`src/rtl/spi_cmd_pkg.sv`:
```
// Shared opcodes, SET_SEL field ids, FSM encodings and frame classification
// for the SPI command controller.
package spi_cmd_pkg;

  localparam logic [7:0] OP_SET_SEL  = 8'h01;
  localparam logic [7:0] OP_NOP      = 8'h02;
  localparam logic [7:0] OP_DEV_SEL  = 8'h03;
  localparam logic [7:0] OP_ALL_OFF  = 8'h04;
  localparam logic [7:0] OP_READ_CNT = 8'h05;

  localparam logic [3:0] FLD_INPUT = 4'd1;
  localparam logic [3:0] FLD_MU    = 4'd2;
  localparam logic [3:0] FLD_AVK   = 4'd3;
  localparam logic [3:0] FLD_FIL1  = 4'd4;
  localparam logic [3:0] FLD_FIL2  = 4'd5;

  localparam logic [7:0] DEV_COMP1 = 8'h01;
  localparam logic [7:0] DEV_COMP2 = 8'h02;
  localparam logic [7:0] DEV_RELAY = 8'h03;

  typedef enum logic [2:0] {
    ST_IDLE,
    ST_CMD,
    ST_ARG,
    ST_WAIT,
    ST_TX,
    ST_EXEC
  } state_e;

  typedef enum logic [1:0] {
    EX_NONE,
    EX_ERR,
    EX_RUN
  } exec_e;

  // What EXEC must do, judged from where the frame stood when CS rose.
  function automatic exec_e classify(state_e st, logic [7:0] op, logic ovl);
    case (st)
      ST_TX:   return EX_NONE;
      ST_WAIT: return ovl ? EX_ERR : EX_RUN;
      ST_ARG:  return (op == OP_ALL_OFF) ? EX_RUN : EX_ERR;
      default: return EX_ERR;
    endcase
  endfunction

endpackage

```
`src/rtl/spi_slave_frontend.sv`:
```
// Oversampling SPI mode-0 slave front end: synchronizers, edge detect,
// byte assembly on spi_clk rise and MISO shifting on spi_clk fall.
module spi_slave_frontend #(
  parameter int SYNC_STAGES = 2,
  parameter int TX_W        = 48
) (
  input  logic            clk_12mhz,
  input  logic            rst,
  input  logic            spi_clk_i,
  input  logic            spi_mosi_i,
  input  logic            spi_cs_i,
  output logic            spi_miso_o,
  input  logic            tx_load_i,
  input  logic [TX_W-1:0] tx_data_i,
  output logic            bit_valid_o,
  output logic            byte_valid_o,
  output logic [7:0]      byte_data_o,
  output logic            cs_fall_o,
  output logic            cs_rise_o
);

  logic [SYNC_STAGES-1:0] sclk_sync_q, mosi_sync_q, cs_sync_q;
  logic                   sclk_prev_q, cs_prev_q;
  logic [2:0]             bit_cnt_q;
  logic [6:0]             rx_sh_q;
  logic [TX_W-1:0]        tx_sh_q;
  logic                   miso_q, bit_valid_q, byte_valid_q;
  logic [7:0]             byte_data_q;

  logic sclk_s, mosi_s, cs_s, sclk_rise, sclk_fall;
  logic [7:0] rx_byte_d;

  assign sclk_s    = sclk_sync_q[SYNC_STAGES-1];
  assign mosi_s    = mosi_sync_q[SYNC_STAGES-1];
  assign cs_s      = cs_sync_q[SYNC_STAGES-1];
  assign sclk_rise = sclk_s & ~sclk_prev_q & ~cs_s;
  assign sclk_fall = ~sclk_s & sclk_prev_q & ~cs_s;
  assign rx_byte_d = {rx_sh_q, mosi_s};

  always_ff @(posedge clk_12mhz) begin
    if (rst) begin
      // NOTE: the CS chain resets to "selected" so that a CS already low when
      // reset drops creates no fall; only a fresh high-to-low starts a frame.
      sclk_sync_q  <= '0;
      mosi_sync_q  <= '0;
      cs_sync_q    <= '0;
      sclk_prev_q  <= 1'b0;
      cs_prev_q    <= 1'b0;
      bit_cnt_q    <= '0;
      rx_sh_q      <= '0;
      tx_sh_q      <= '0;
      miso_q       <= 1'b0;
      bit_valid_q  <= 1'b0;
      byte_valid_q <= 1'b0;
      byte_data_q  <= '0;
    end else begin
      // NOTE: non-blocking throughout so every stage sees last cycle's value.
      sclk_sync_q  <= {sclk_sync_q[SYNC_STAGES-2:0], spi_clk_i};
      mosi_sync_q  <= {mosi_sync_q[SYNC_STAGES-2:0], spi_mosi_i};
      cs_sync_q    <= {cs_sync_q[SYNC_STAGES-2:0], spi_cs_i};
      sclk_prev_q  <= sclk_s;
      cs_prev_q    <= cs_s;
      bit_valid_q  <= 1'b0;
      byte_valid_q <= 1'b0;
      if (cs_s) begin
        bit_cnt_q <= '0;
        tx_sh_q   <= '0;
        miso_q    <= 1'b0;
      end else begin
        if (sclk_rise) begin
          rx_sh_q     <= rx_byte_d[6:0];
          bit_cnt_q   <= bit_cnt_q + 3'd1;
          bit_valid_q <= 1'b1;
          if (bit_cnt_q == 3'd7) begin
            byte_valid_q <= 1'b1;
            byte_data_q  <= rx_byte_d;
          end
        end
        // Zeros shift in behind the payload, so MISO idles low once drained.
        if (tx_load_i) begin
          tx_sh_q <= tx_data_i;
        end else if (sclk_fall) begin
          miso_q  <= tx_sh_q[TX_W-1];
          tx_sh_q <= tx_sh_q << 1;
        end
      end
    end
  end

  assign spi_miso_o   = miso_q;
  assign bit_valid_o  = bit_valid_q;
  assign byte_valid_o = byte_valid_q;
  assign byte_data_o  = byte_data_q;
  assign cs_fall_o    = ~cs_s & cs_prev_q;
  assign cs_rise_o    = cs_s & ~cs_prev_q;

endmodule

```
`src/rtl/spi_cmd_ctrl.sv`:
```
// SPI command controller: decodes 2-byte frames into analogue selects and
// device chip-selects, and serves a coherent counter snapshot on MISO.
module spi_cmd_ctrl
  import spi_cmd_pkg::*;
#(
  parameter int SYNC_STAGES   = 2,
  parameter int CNT_W         = 24,
  parameter int SEL_W         = 4,
  parameter int RELAY_RST_CYC = 12
) (
  input  logic             clk_12mhz,
  input  logic             rst,
  input  logic             spi_clk,
  input  logic             spi_mosi,
  input  logic             spi_cs,
  output logic             spi_miso,
  input  logic [CNT_W-1:0] count_p,
  input  logic [CNT_W-1:0] count_m,
  output logic [SEL_W-1:0] input_sel,
  output logic [SEL_W-1:0] mu_sel,
  output logic [SEL_W-1:0] avk_sel,
  output logic             fil1_sel,
  output logic             fil2_sel,
  output logic             comp1_cs,
  output logic             comp2_cs,
  output logic             relay_cs,
  output logic             relay_reset,
  output logic             cmd_err
);

  localparam int TX_W  = 2 * CNT_W;
  localparam int RLY_W = $clog2(RELAY_RST_CYC + 1);

  logic            bit_valid, byte_valid, cs_fall, cs_rise, tx_load;
  logic [7:0]      byte_data;
  logic [TX_W-1:0] tx_data;

  state_e           state_q;
  exec_e            exec_q;
  logic [7:0]       op_q, arg_q;
  logic             ovl_q;
  logic [SEL_W-1:0] input_sel_q, mu_sel_q, avk_sel_q;
  logic             fil1_q, fil2_q, comp1_q, comp2_q, relay_cs_q;
  logic             relay_reset_q, cmd_err_q;
  logic [RLY_W-1:0] relay_cnt_q;

  // The shift register itself is the snapshot: both counters land in one cycle.
  assign tx_load = (state_q == ST_CMD) && byte_valid && (byte_data == OP_READ_CNT);
  assign tx_data = {count_p, count_m};

  spi_slave_frontend #(
    .SYNC_STAGES(SYNC_STAGES),
    .TX_W       (TX_W)
  ) u_frontend (
    .clk_12mhz   (clk_12mhz),
    .rst         (rst),
    .spi_clk_i   (spi_clk),
    .spi_mosi_i  (spi_mosi),
    .spi_cs_i    (spi_cs),
    .spi_miso_o  (spi_miso),
    .tx_load_i   (tx_load),
    .tx_data_i   (tx_data),
    .bit_valid_o (bit_valid),
    .byte_valid_o(byte_valid),
    .byte_data_o (byte_data),
    .cs_fall_o   (cs_fall),
    .cs_rise_o   (cs_rise)
  );

  always_ff @(posedge clk_12mhz) begin
    if (rst) begin
      state_q       <= ST_IDLE;
      exec_q        <= EX_NONE;
      op_q          <= '0;
      arg_q         <= '0;
      ovl_q         <= 1'b0;
      input_sel_q   <= '0;
      mu_sel_q      <= '0;
      avk_sel_q     <= '0;
      fil1_q        <= 1'b0;
      fil2_q        <= 1'b0;
      comp1_q       <= 1'b1;
      comp2_q       <= 1'b1;
      relay_cs_q    <= 1'b1;
      relay_reset_q <= 1'b0;
      relay_cnt_q   <= '0;
      cmd_err_q     <= 1'b0;
    end else begin
      if (relay_cnt_q != '0) begin
        relay_cnt_q   <= relay_cnt_q - 1'b1;
        relay_reset_q <= (relay_cnt_q != RLY_W'(1));
      end
      if (cs_rise && state_q != ST_IDLE && state_q != ST_EXEC) begin
        exec_q  <= classify(state_q, op_q, ovl_q);
        state_q <= ST_EXEC;
      end else begin
        case (state_q)
          ST_IDLE: if (cs_fall) begin
            state_q <= ST_CMD;
            op_q    <= '0;
            arg_q   <= '0;
            ovl_q   <= 1'b0;
          end
          ST_CMD: if (byte_valid) begin
            op_q    <= byte_data;
            state_q <= (byte_data == OP_READ_CNT) ? ST_TX : ST_ARG;
          end
          ST_ARG: if (byte_valid) begin
            arg_q   <= byte_data;
            state_q <= ST_WAIT;
          end
          ST_WAIT: if (bit_valid) ovl_q <= 1'b1;
          ST_TX: ;
          ST_EXEC: begin
            state_q <= ST_IDLE;
            if (exec_q == EX_ERR) begin
              cmd_err_q <= 1'b1;
            end else if (exec_q == EX_RUN) begin
              case (op_q)
                OP_SET_SEL: begin
                  case (arg_q[7:4])
                    FLD_INPUT: input_sel_q <= SEL_W'(arg_q[3:0]);
                    FLD_MU:    mu_sel_q    <= SEL_W'(arg_q[3:0]);
                    FLD_AVK:   avk_sel_q   <= SEL_W'(arg_q[3:0]);
                    FLD_FIL1:  fil1_q      <= arg_q[0];
                    FLD_FIL2:  fil2_q      <= arg_q[0];
                    default:   cmd_err_q   <= 1'b1;
                  endcase
                end
                OP_NOP: cmd_err_q <= 1'b0;
                OP_DEV_SEL: begin
                  comp1_q    <= (arg_q != DEV_COMP1);
                  comp2_q    <= (arg_q != DEV_COMP2);
                  relay_cs_q <= (arg_q != DEV_RELAY);
                end
                OP_ALL_OFF: begin
                  input_sel_q   <= '0;
                  mu_sel_q      <= '0;
                  avk_sel_q     <= '0;
                  fil1_q        <= 1'b0;
                  fil2_q        <= 1'b0;
                  comp1_q       <= 1'b1;
                  comp2_q       <= 1'b1;
                  relay_cs_q    <= 1'b1;
                  relay_cnt_q   <= RLY_W'(RELAY_RST_CYC);
                  relay_reset_q <= 1'b1;
                end
                OP_READ_CNT: ;
                default: cmd_err_q <= 1'b1;
              endcase
            end
          end
          default: state_q <= ST_IDLE;
        endcase
      end
    end
  end

  assign input_sel   = input_sel_q;
  assign mu_sel      = mu_sel_q;
  assign avk_sel     = avk_sel_q;
  assign fil1_sel    = fil1_q;
  assign fil2_sel    = fil2_q;
  assign comp1_cs    = comp1_q;
  assign comp2_cs    = comp2_q;
  assign relay_cs    = relay_cs_q;
  assign relay_reset = relay_reset_q;
  assign cmd_err     = cmd_err_q;

endmodule

```
`config.mk`:
```
export PLATFORM = sky130hd
export DESIGN_NAME = spi_cmd_ctrl
export DESIGN_NICKNAME = d
export VERILOG_FILES = /design/src/rtl/spi_cmd_pkg.sv /design/src/rtl/spi_slave_frontend.sv /design/src/rtl/spi_cmd_ctrl.sv
export SDC_FILE = /design/constraint.sdc
export NUM_CORES = 1
export LEC_CHECK = 0
export ABC_AREA = 0
export CORE_ASPECT_RATIO = 0.8
export CORE_MARGIN = 10
export CORE_UTILIZATION = 49
export CTS_BUF_LIST = sky130_fd_sc_hd__clkbuf_16
export DETAILED_ROUTE_END_ITERATION = 8
export DONT_BUFFER_PORTS = 1
export PLACE_DENSITY = 0.73
export SETUP_SLACK_MARGIN = 0.5
export SYNTH_ARGS = -nofsm -noshare
export SYNTH_HDL_FRONTEND = slang
export SYNTH_SLANG_ARGS = --single-unit
```
`constraint.sdc`:
```
create_clock -name clk_12mhz -period 2.2 [get_ports clk_12mhz]
set_input_delay 0.11 -clock clk_12mhz [delete_from_list [all_inputs] [get_ports clk_12mhz]]
set_output_delay 0.11 -clock clk_12mhz [all_outputs]
set_load 0.02 [all_outputs]
```
==> results of run 1 <==
## kinds of logic after synthesis
kind of cell	after synthesis
and+or+nand+nor	192
adders and majority gates	6
AOI/OAI and AO/OA	164
buffers and inverters	52
muxes	59
DFF	122
xor gates and xnor gates	2
## metal layers
metal / GRT usage, % / routed length [um] / up-vias / part of all wire [%]
li1: - / - / 2276 / -
met1: 21.45 / 5961 / 2210 / 44
met2: 27.16 / 6468 / 148 / 48
met3: 4.877 / 815 / 25 / 6.0
met4: 6.452 / 256 / 0 / 1.9
met5: 0 / 0 / - / 0
## layout make-up
type / count / area (um2)
inverters: 9 / 33.78
multi-input cells: 423 / 2808
clock buffers: 17 / 425.4
clock inverters: 15 / 222.7
fillers: 855 / 4014
flip-flops and latches: 122 / 2450
repair buffers: 68 / 714.4
well taps: 144 / 180.2
## flip-flops by register name (all words and copies together) (netlist names), 3 cells and up
register and cells:
input_sel 4, relay_cnt_q 4, u_frontend.bit_cnt_q 3, u_frontend.byte_data_o 8
arg_q 8, mu_sel 4, u_frontend.rx_sh_q 7, state_q 3
u_frontend.tx_sh_q 48, avk_sel 4, op_q 8
## repair_timing
| item | in CTS | in global routing |
|---|---|---|
| buffers inserted | 4 | 2 |
| hold buffers | 52 | 0 |
| pin swaps | 1 | 2 |
| gates resized for setup | 2 | 20 |
| endpoints found under the hold margin | 117 | 0 |
| endpoints found under the setup margin | 8 | 75 |
| cloned | 1 | 0 |
## cells in the final DEF (no fill, tap or decap), types with 6 or more instances in the layout
cell type / count
mux2i_1: 59
buf_4: 12
clkbuf_16: 17
o21ai_0: 36
a21oi_1: 51
a211oi_1: 48
or3_1: 7
nand4_1: 28
nand2_1: 22
nor2_1: 71
inv_1: 9
dfxtp_2: 6
a31oi_1: 7
dfxtp_1: 116
nor2b_1: 16
nor3_1: 6
dlygate4sd3_1: 51
## synthesized netlist by cell type, types with 4 or more instances
cell,count
a31o_2,4
nand4_1,28
nor2b_1,17
or3_1,7
buf_2,11
mux2i_1,59
ha_1,6
a21oi_1,51
a211oi_1,49
nor3_1,6
nor3b_1,6
nand2_1,23
nor4_1,4
nand2b_1,5
clkbuf_1,31
inv_1,9
a31oi_1,8
dfxtp_1,122
o21ai_0,36
nor2_1,71
## final timing paths
check | start | depth (start not counted) | endpoint
hold reg to reg | u_frontend.sclk_sync_q[0] | 1 | u_frontend.sclk_sync_q[1]
setup / recovery | exec_q[1] | 7 | avk_sel[0]
setup reg to reg | exec_q[1] | 7 | avk_sel[0]
hold / removal | rst | 2 | relay_cnt_q[3]
## power breakdown
part / internal (mW) / switching, mW / leakage (nW)
Sequential: 2.26 / 0.0511 / 0.988
Clock: 2.01 / 1.03 / 0.311
Combinational: 0.208 / 0.179 / 1.00
Total: 4.48 / 1.26 / 2.30
==> impl_results.html, run 1 <==
<table>
<tr><th>Metric</th><th>Value</th></tr>
<tr><th colspan="2">Status</th></tr>
<tr><td>Outcome</td><td>finished clean</td></tr>
<tr><th colspan="2">Setup path</th></tr>
<tr><td>Peak per-stage delay on the critical path</td><td>approximately 370 ps</td></tr>
<tr><td>Count of buffering cells on the critical path with inverters included</td><td>2</td></tr>
<tr><td>Setup slack of the worst register-to-register path</td><td>580 ps</td></tr>
<tr><td>Required time worst endpoint</td><td>2490 ps</td></tr>
<tr><td>Critical path peak fanout</td><td>11</td></tr>
<tr><td>Category of cells accounting for the largest share of critical-path delay</td><td>flip-flops</td></tr>
<tr><td>Sort of element at the start of the critical path</td><td>flop</td></tr>
<tr><td>Worst path slowest cell</td><td>dfxtp_1</td></tr>
<tr><td>Data arrival at the endpoint of the critical path</td><td>about 1900 ps</td></tr>
<tr><td>Type of destination of the critical path</td><td>flop</td></tr>
<tr><td>Cell-by-cell trace of the critical path</td><td>inv_1 &gt; ha_1 &gt; nor2b_4 &gt; nand3_4 &gt; buf_4 &gt; o21ai_0 &gt; a21oi_1</td></tr>
<tr><td>Worst Path Class, Setup</td><td>flop to flop</td></tr>
<tr><th colspan="2">Layout</th></tr>
<tr><td>Fraction of final layout cells with drive strength greater than 1</td><td>12.54%</td></tr>
<tr><td>Finished Cell Area</td><td>6834 um2</td></tr>
<tr><td>Layout-stage area growth over the synthesis result</td><td>26.20%</td></tr>
<tr><td>Final antenna diode count</td><td>0</td></tr>
<tr><td>Final cell utilization of the core</td><td>63.00%</td></tr>
<tr><td>Final cell count without fillers</td><td>~800</td></tr>
<tr><td>Final layout net count</td><td>700</td></tr>
<tr><th colspan="2">Timing</th></tr>
<tr><td>Final-report hold violation count</td><td>0</td></tr>
<tr><td>Final worst clock skew</td><td>9.219 ps</td></tr>
<tr><td>Worst slew margin</td><td>roughly 62%</td></tr>
<tr><td>Setup-violating endpoint count in the final report</td><td>0</td></tr>
<tr><td>Worst-margin pin slew</td><td>approximately 570 ps</td></tr>
<tr><td>Final-layout worst hold slack</td><td>46.71 ps</td></tr>
<tr><td>Final period utilization</td><td>about three quarters</td></tr>
<tr><td>Maximum clock frequency</td><td>just over 600 MHz</td></tr>
<tr><td>Setup WS post-layout</td><td>roughly 580 ps</td></tr>
<tr><td>Setup repair after global routing missed its margin</td><td>true</td></tr>
<tr><td>Summed negative setup slack over all endpoints</td><td>0 ps</td></tr>
<tr><td>Clock period minus worst slack</td><td>~1600 ps</td></tr>
<tr><td>Final-report max-slew violation count</td><td>0</td></tr>
<tr><th colspan="2">Yosys</th></tr>
<tr><td>Combinational family with the most area after synthesis</td><td>simple AND/OR/NAND/NOR gates</td></tr>
<tr><td>Average cell area after synthesis</td><td>about 9.1 um2</td></tr>
<tr><td>Most instantiated flip-flop cell in the synthesis netlist</td><td>dfxtp_1</td></tr>
<tr><td>Dominant cells by area after synthesis</td><td>dfxtp_1, mux2i_1, a211oi_1, nor2_1, a21oi_1</td></tr>
<tr><td>Cell type contributing the most total cell area after synthesis</td><td>dfxtp_1</td></tr>
<tr><td>Share of flip-flops with an asynchronous set or reset after synthesis</td><td>0%</td></tr>
<tr><td>Seq/Total Area, Yosys</td><td>a little under half</td></tr>
<tr><td>Flip-flop and latch count after synthesis</td><td>between 100 and 150</td></tr>
<tr><td>Post-synthesis net count</td><td>656</td></tr>
<tr><td>Share of synthesized cell area in full adder, half adder and majority cells</td><td>under 10%</td></tr>
<tr><td>Number of synthesized flops with an enable pin</td><td>0</td></tr>
<tr><td>Fraction of the mapped netlist area in compound gates</td><td>roughly a fifth</td></tr>
<tr><td>Mux cell area share after synthesis</td><td>approximately 11%</td></tr>
<tr><td>Synth Cell Area</td><td>between 5000 and 6000 um2</td></tr>
<tr><td>Xor/xnor cell area share of the yosys netlist</td><td>less than 1%</td></tr>
<tr><td>Post-synth top area share</td><td>about 45%</td></tr>
<tr><td>Cell count after synthesis</td><td>a little under 600</td></tr>
<tr><td>Ys Warns</td><td>0</td></tr>
<tr><td>Simple-gate portion of the synthesized area</td><td>19.36%</td></tr>
<tr><td>Yosys cell types</td><td>slightly above 50</td></tr>
<tr><th colspan="2">Clock network</th></tr>
<tr><td>Total clock sinks</td><td>approximately 120</td></tr>
<tr><td>H-tree levels</td><td>4</td></tr>
<tr><td>Cell at the root of the clock tree</td><td>clkbuf_16</td></tr>
<tr><td>Maximum count of clock buffers along a single path</td><td>2</td></tr>
<tr><td>Worst-Skew Late Latency</td><td>420 ps</td></tr>
<tr><td>Number of clock buffers inserted by TritonCTS</td><td>17</td></tr>
<tr><td>Clock tree from TritonCTS</td><td>done</td></tr>
<tr><td>Clock-pin slew reported for the worst setup and hold paths after clock tree synthesis</td><td>60 ps</td></tr>
<tr><th colspan="2">Place</th></tr>
<tr><td>Number of buffers added on ports</td><td>0</td></tr>
<tr><td>Detailed placer's ending HPWL</td><td>8135 um</td></tr>
<tr><td>Worst slack after detailed placement</td><td>between 300 and 400 ps</td></tr>
<tr><td>Placed cell area</td><td>roughly 5500 um2</td></tr>
<tr><td># placed instances</td><td>about 710</td></tr>
<tr><td>Placer congestion estimate</td><td>0.8549</td></tr>
<tr><th colspan="2">Floorplanning</th></tr>
<tr><td>Starting density of the core</td><td>roughly 50%</td></tr>
<tr><td>Die boundary height</td><td>~110 um</td></tr>
<tr><td>I/O Pins</td><td>73</td></tr>
<tr><td>Chip width</td><td>around 140 um</td></tr>
<tr><td>Total core area</td><td>roughly 11000 um2</td></tr>
<tr><td>Die ar.</td><td>15680 um2</td></tr>
<tr><td>Total number of placement rows</td><td>34</td></tr>
<tr><th colspan="2">Detailed routing</th></tr>
<tr><td>TritonRoute pass-1 iters</td><td>5</td></tr>
<tr><td>Drt initial violations</td><td>around 440</td></tr>
<tr><td>Number of nets with antenna violations after routing</td><td>0</td></tr>
<tr><td>Vias</td><td>4659</td></tr>
<tr><td>Routed vias/inst</td><td>about 5.8</td></tr>
<tr><td>Routed length per placed instance</td><td>16.92 um</td></tr>
<tr><td>Wire length after detailed routing</td><td>about 14000 um</td></tr>
<tr><td>DRC errors left</td><td>0</td></tr>
<tr><th colspan="2">Power</th></tr>
<tr><td>Leakage</td><td>2.300 nW</td></tr>
<tr><td>Worst IR drop on VDD</td><td>0.6100 mV</td></tr>
<tr><td>Power per Cell Area</td><td>about 840 nW/um2</td></tr>
<tr><td>Power, Total</td><td>approximately 5.7 mW</td></tr>
<tr><th colspan="2">Worst hold path</th></tr>
<tr><td>Type of the worst min-delay path</td><td>primary input to flop</td></tr>
<tr><th colspan="2">GRT</th></tr>
<tr><td>Number of global-route vias before repair</td><td>roughly 4.5k</td></tr>
<tr><td>Antenna violations before repair</td><td>0</td></tr>
<tr><td>Pin count of the biggest net entering global routing</td><td>69</td></tr>
<tr><td>Wire length of the first global-routing pass</td><td>between 20000 and 25000 um</td></tr>
<tr><td>Total gr overflow</td><td>0</td></tr>
<tr><td>GRT Total Usage</td><td>approximately 17%</td></tr>
<tr><th colspan="2">Flow run</th></tr>
<tr><td>Maxcap violations</td><td>0</td></tr>
</table>
Power figures use the tool's default switching activity.
==> run 2: changes to the inputs <==
--- a/config.mk
+++ b/config.mk
@@ -5,7 +5,7 @@
 export SDC_FILE = /design/constraint.sdc
 export NUM_CORES = 1
 export LEC_CHECK = 0
-export ABC_AREA = 0
+export ABC_AREA = 1
 export CORE_ASPECT_RATIO = 0.8
 export CORE_MARGIN = 10
 export CORE_UTILIZATION = 49
==> constraint.sdc (replaced) <==
create_clock -name clk_12mhz -period 1.6 [get_ports clk_12mhz]
set_input_delay 0.08 -clock clk_12mhz [delete_from_list [all_inputs] [get_ports clk_12mhz]]
set_output_delay 0.08 -clock clk_12mhz [all_outputs]
set_load 0.02 [all_outputs]
==> run 2 against run 1 <==
  * The flow now finishes with violations (setup timing)
  * Synthesized cell count is 47% higher
  * Clock skew is 7.6 ps higher
  * Total power is 62% higher
  * Via count is 62% higher
  * Hold slack better by 40 ps
  * Sequential power is 42% higher
  * Worst setup slack worse by 800 ps
  * Clock-buffer cell count stayed put
  * Sequential share of layout area is 11 points lower
  * Maximum frequency is 11% lower
  * Combinational power grew to 5.9 times the previous value
  * Largest power group unchanged
==> impl_results.html, run 2 <==
<table>
<tr><th>Metric</th><th>Value</th></tr>
<tr><th colspan="2">Status</th></tr>
<tr><td>Outcome</td><td>finished with violations</td></tr>
<tr><td>Violations in the final reports</td><td>setup timing</td></tr>
<tr><th colspan="2">GRT</th></tr>
<tr><td>GRT Total Usage</td><td>between 20% and 30%</td></tr>
<tr><td>Total gr overflow</td><td>0</td></tr>
<tr><td>Wire length of the first global-routing pass</td><td>about 32000 um</td></tr>
<tr><td>Number of global-route vias before repair</td><td>approximately 6k</td></tr>
<tr><td>Antenna violations before repair</td><td>5</td></tr>
<tr><td>Pin count of the biggest net entering global routing</td><td>between 40 and 50</td></tr>
<tr><th colspan="2">Floorplanning</th></tr>
<tr><td>Starting density of the core</td><td>about half</td></tr>
<tr><td>Total number of placement rows</td><td>36</td></tr>
<tr><td>I/O Pins</td><td>73</td></tr>
<tr><td>Chip width</td><td>between 100 and 150 um</td></tr>
<tr><td>Die ar.</td><td>17150 um2</td></tr>
<tr><td>Die boundary height</td><td>between 100 and 150 um</td></tr>
<tr><td>Total core area</td><td>about 12000 um2</td></tr>
<tr><th colspan="2">Layout</th></tr>
<tr><td>Area of the multi-input gates</td><td>roughly 4000 um2</td></tr>
<tr><td>Commonest cells after routing, fill and taps aside</td><td>inv_1, nand3_2, dfxtp_1</td></tr>
<tr><td>Final cell count without fillers</td><td>between 1k and 1.5k</td></tr>
<tr><td>Layout-stage area growth over the synthesis result</td><td>63.46%</td></tr>
<tr><td>Most common cell after layout, fill and taps aside</td><td>inv_1</td></tr>
<tr><td>Largest register by flop count</td><td>u_frontend.tx_sh_q</td></tr>
<tr><td>Sequential standard cell area</td><td>about 2500 um2</td></tr>
<tr><td>Fraction of final layout cells with drive strength greater than 1</td><td>40.84%</td></tr>
<tr><td>Final layout net count</td><td>1050</td></tr>
<tr><td>Max FFs per register</td><td>48</td></tr>
<tr><td>Fillers</td><td>~610</td></tr>
<tr><th colspan="2">Timing</th></tr>
<tr><td>Final-report hold violation count</td><td>0</td></tr>
<tr><td>Final worst clock skew</td><td>around 17 ps</td></tr>
<tr><td>Setup WS post-layout</td><td>-216.5 ps</td></tr>
<tr><td>Setup repair after global routing missed its margin</td><td>true</td></tr>
<tr><td>Worst-margin pin slew</td><td>1079 ps</td></tr>
<tr><td>Maximum clock frequency</td><td>about 550 MHz</td></tr>
<tr><td>Final period utilization</td><td>113.5%</td></tr>
<tr><td>Setup-violating endpoint count in the final report</td><td>53</td></tr>
<tr><td>Clock period minus worst slack</td><td>1816 ps</td></tr>
<tr><td>Worst slew margin</td><td>between 20% and 30%</td></tr>
<tr><td>Final-layout worst hold slack</td><td>roughly 86 ps</td></tr>
<tr><td>Summed negative setup slack over all endpoints</td><td>-2971 ps</td></tr>
<tr><td>Final-report max-slew violation count</td><td>0</td></tr>
<tr><th colspan="2">Clock network</th></tr>
<tr><td>Clock tree from TritonCTS</td><td>done</td></tr>
<tr><td>Maximum count of clock buffers along a single path</td><td>2</td></tr>
<tr><td>H-tree levels</td><td>4</td></tr>
<tr><td>Number of clock buffers inserted by TritonCTS</td><td>17</td></tr>
<tr><td>Worst-Skew Late Latency</td><td>between 400 and 500 ps</td></tr>
<tr><td>Cell at the root of the clock tree</td><td>clkbuf_16</td></tr>
<tr><td>Clock-pin slew reported for the worst setup and hold paths after clock tree synthesis</td><td>~60 ps</td></tr>
<tr><td>Total clock sinks</td><td>approximately 120</td></tr>
<tr><th colspan="2">Setup path</th></tr>
<tr><td>Cell-by-cell trace of the critical path</td><td>nor2_4 &gt; buf_4 &gt; nand3_1 &gt; nand3_2 &gt; buf_6 &gt; o21ai_0 &gt; a21oi_2</td></tr>
<tr><td>Peak per-stage delay on the critical path</td><td>about 400 ps</td></tr>
<tr><td>Setup slack of the worst register-to-register path</td><td>-220 ps</td></tr>
<tr><td>Start point of the critical path</td><td>state_q[1]</td></tr>
<tr><td>Capturing instance or port of the critical path</td><td>op_q[3]</td></tr>
<tr><td>Cell count along the critical path</td><td>7</td></tr>
<tr><td>Critical R2R Capture</td><td>op_q[3]</td></tr>
<tr><td>Sort of element at the start of the critical path</td><td>flop</td></tr>
<tr><td>Count of buffering cells on the critical path with inverters included</td><td>2</td></tr>
<tr><td>Type of destination of the critical path</td><td>flop</td></tr>
<tr><td>Category of cells accounting for the largest share of critical-path delay</td><td>compound AO/OA/AOI/OAI gates</td></tr>
<tr><td>Data arrival at the endpoint of the critical path</td><td>~2100 ps</td></tr>
<tr><td>Worst Path Class, Setup</td><td>flop to flop</td></tr>
<tr><td>Beginning of the worst register-to-register path</td><td>state_q[1]</td></tr>
<tr><td>Critical path peak fanout</td><td>8</td></tr>
<tr><td>Required time worst endpoint</td><td>1880 ps</td></tr>
<tr><td>Worst path slowest cell</td><td>dfxtp_4</td></tr>
<tr><td>Worst Reg2Reg Path Length in Cells</td><td>7</td></tr>
<tr><th colspan="2">Worst hold path</th></tr>
<tr><td>Type of the worst min-delay path</td><td>primary input to flop</td></tr>
<tr><th colspan="2">Detailed routing</th></tr>
<tr><td>Number of nets with antenna violations after routing</td><td>0</td></tr>
<tr><td>TritonRoute pass-1 iters</td><td>8</td></tr>
<tr><td>Routed length per placed instance</td><td>25.16 um</td></tr>
<tr><td>Routed vias/inst</td><td>~6.5</td></tr>
<tr><td>DRC errors left</td><td>0</td></tr>
<tr><td>Wire length after detailed routing</td><td>approximately 30000 um</td></tr>
<tr><td>Drt initial violations</td><td>between 1k and 1.5k</td></tr>
<tr><td>Vias</td><td>roughly 7.6k</td></tr>
<tr><th colspan="2">Place</th></tr>
<tr><td>Placer congestion estimate</td><td>0.8667</td></tr>
<tr><td>Number of buffers added on ports</td><td>0</td></tr>
<tr><td># placed instances</td><td>between 1k and 1.5k</td></tr>
<tr><td>Detailed placer's ending HPWL</td><td>roughly 9500 um</td></tr>
<tr><th colspan="2">Yosys</th></tr>
<tr><td>Dominant cells by area after synthesis</td><td>dfxtp_1, nand3_1, inv_1, nand2_1, nand4_1</td></tr>
<tr><td>Share of flip-flops with an asynchronous set or reset after synthesis</td><td>0%</td></tr>
<tr><td>Most instantiated flip-flop cell in the synthesis netlist</td><td>dfxtp_1</td></tr>
<tr><td>Flip-flop and latch count after synthesis</td><td>122</td></tr>
<tr><td>Library cell with the highest instance count after synthesis</td><td>nand3_1</td></tr>
<tr><td>Yosys cell types</td><td>32</td></tr>
<tr><td>Average cell area after synthesis</td><td>between 6 and 7 um2</td></tr>
<tr><td>Synth Cell Area</td><td>between 6000 and 7000 um2</td></tr>
<tr><td>Top cells by count, synth</td><td>nand3_1, inv_1, nand2_1, dfxtp_1, nor2_1</td></tr>
<tr><td>Seq/Total Area, Yosys</td><td>between 40% and 50%</td></tr>
<tr><td>Number of synthesized flops with an enable pin</td><td>0</td></tr>
<tr><td>Post-synthesis net count</td><td>934</td></tr>
<tr><td>Cell type contributing the most total cell area after synthesis</td><td>dfxtp_1</td></tr>
<tr><td>Cell count after synthesis</td><td>roughly 900</td></tr>
<tr><td>Ys Warns</td><td>0</td></tr>
<tr><td>Post-synth top area share</td><td>between 40% and 50%</td></tr>
<tr><th colspan="2">Power</th></tr>
<tr><td>Worst IR drop on VDD</td><td>1.197 mV</td></tr>
<tr><td>Leakage</td><td>4.297 nW</td></tr>
<tr><td>Power per Cell Area</td><td>between 900 and 1000 nW/um2</td></tr>
<tr><th colspan="2">Flow run</th></tr>
<tr><td>Maxcap violations</td><td>0</td></tr>
</table>
==> run 2: power by group <==
part	internal [mW]	total, mW	switching, mW
logic	0.835	2.28	1.44
registers	3.15	3.28	0.137
clock network	2.10	3.71	1.61
total	6.08	9.28	3.20
==> run 2: stage by stage <==
stage | total power [mW] | util [%] | worst slack [ps] | area (um2)
2_1_floorplan | 4.216 | - | 196.9 | 6226
3_3_place_gp | 4.536 | 53.41 | 64.70 | 6471
3_5_place_dp | 4.551 | 53.41 | 37.23 | 6471
4_1_cts | 8.569 | 71.05 | 143.4 | 8608
5_1_grt | 9.471 | 81.21 | -212.3 | 9839
6_report | 9.276 | 81.21 | -216.5 | 9839
==> run 2: how the worst min path moves through the flow <==
stage                      start                      end  cells past startpoint
after global routing         rst  u_frontend.bit_cnt_q[0]                      5
after detailed placement     rst              relay_reset                      1
final                        rst  u_frontend.bit_cnt_q[0]                      5
after global placement       rst                 arg_q[5]                      1
after CTS                    rst  u_frontend.bit_cnt_q[0]                      5
after floorplan           spi_cs  u_frontend.cs_sync_q[0]                      2
==> run 2: kinds of logic after synthesis <==
group / after synthesis / synth area share (%)
buffers and inverters: 194 / 13.14
adders and majority gates: 6 / 1.247
AOI/OAI and AO/OA: 92 / 8.481
xor gates and xnor gates: 1 / 0.1455
DFF: 122 / 40.57
and+or+nand+nor: 460 / 36.42
==> run 2: cell type report <==
type	count	area share, %
multi-input cells	560	41.68
flip-flops and latches	122	25.17
repair buffers	148	19.85
inverters	140	5.684
clock buffers	17	4.323
well taps	152	1.933
clock inverters	15	1.119
repair inverters	2	0.1399
diodes	4	0.1017
==> run 2: worst min-delay path, delay by kind of cell <==
| kind | cells | cell delay (ps) |
|---|---|---|
| buffers and inverters | 2 | 230 |
| AOI/OAI and AO/OA | 2 | 120 |
| and+or+nand+nor | 1 | 60 |
==> run 2: layer usage <==
metal | track usage, % | vias up | part of all wire [%] | wire length, um
met3 | 6.116 | 264 | 13 | 3672
met1 | 29.44 | 3469 | 34 | 9975
met4 | 11.85 | 0 | 8.7 | 2547
met2 | 35.25 | 688 | 45 | 13000
met5 | 0 | - | 0 | 0
li1 | - | 3139 | - | -
==> run 2: what timing repair did <==
action,CTS,global route
pin swaps,62,79
gates resized for setup,132,216
buffers inserted,29,7
gates cloned,16,11
setup endpoints to repair,107,121
hold buffers,55,0
hold endpoints to repair,94,0
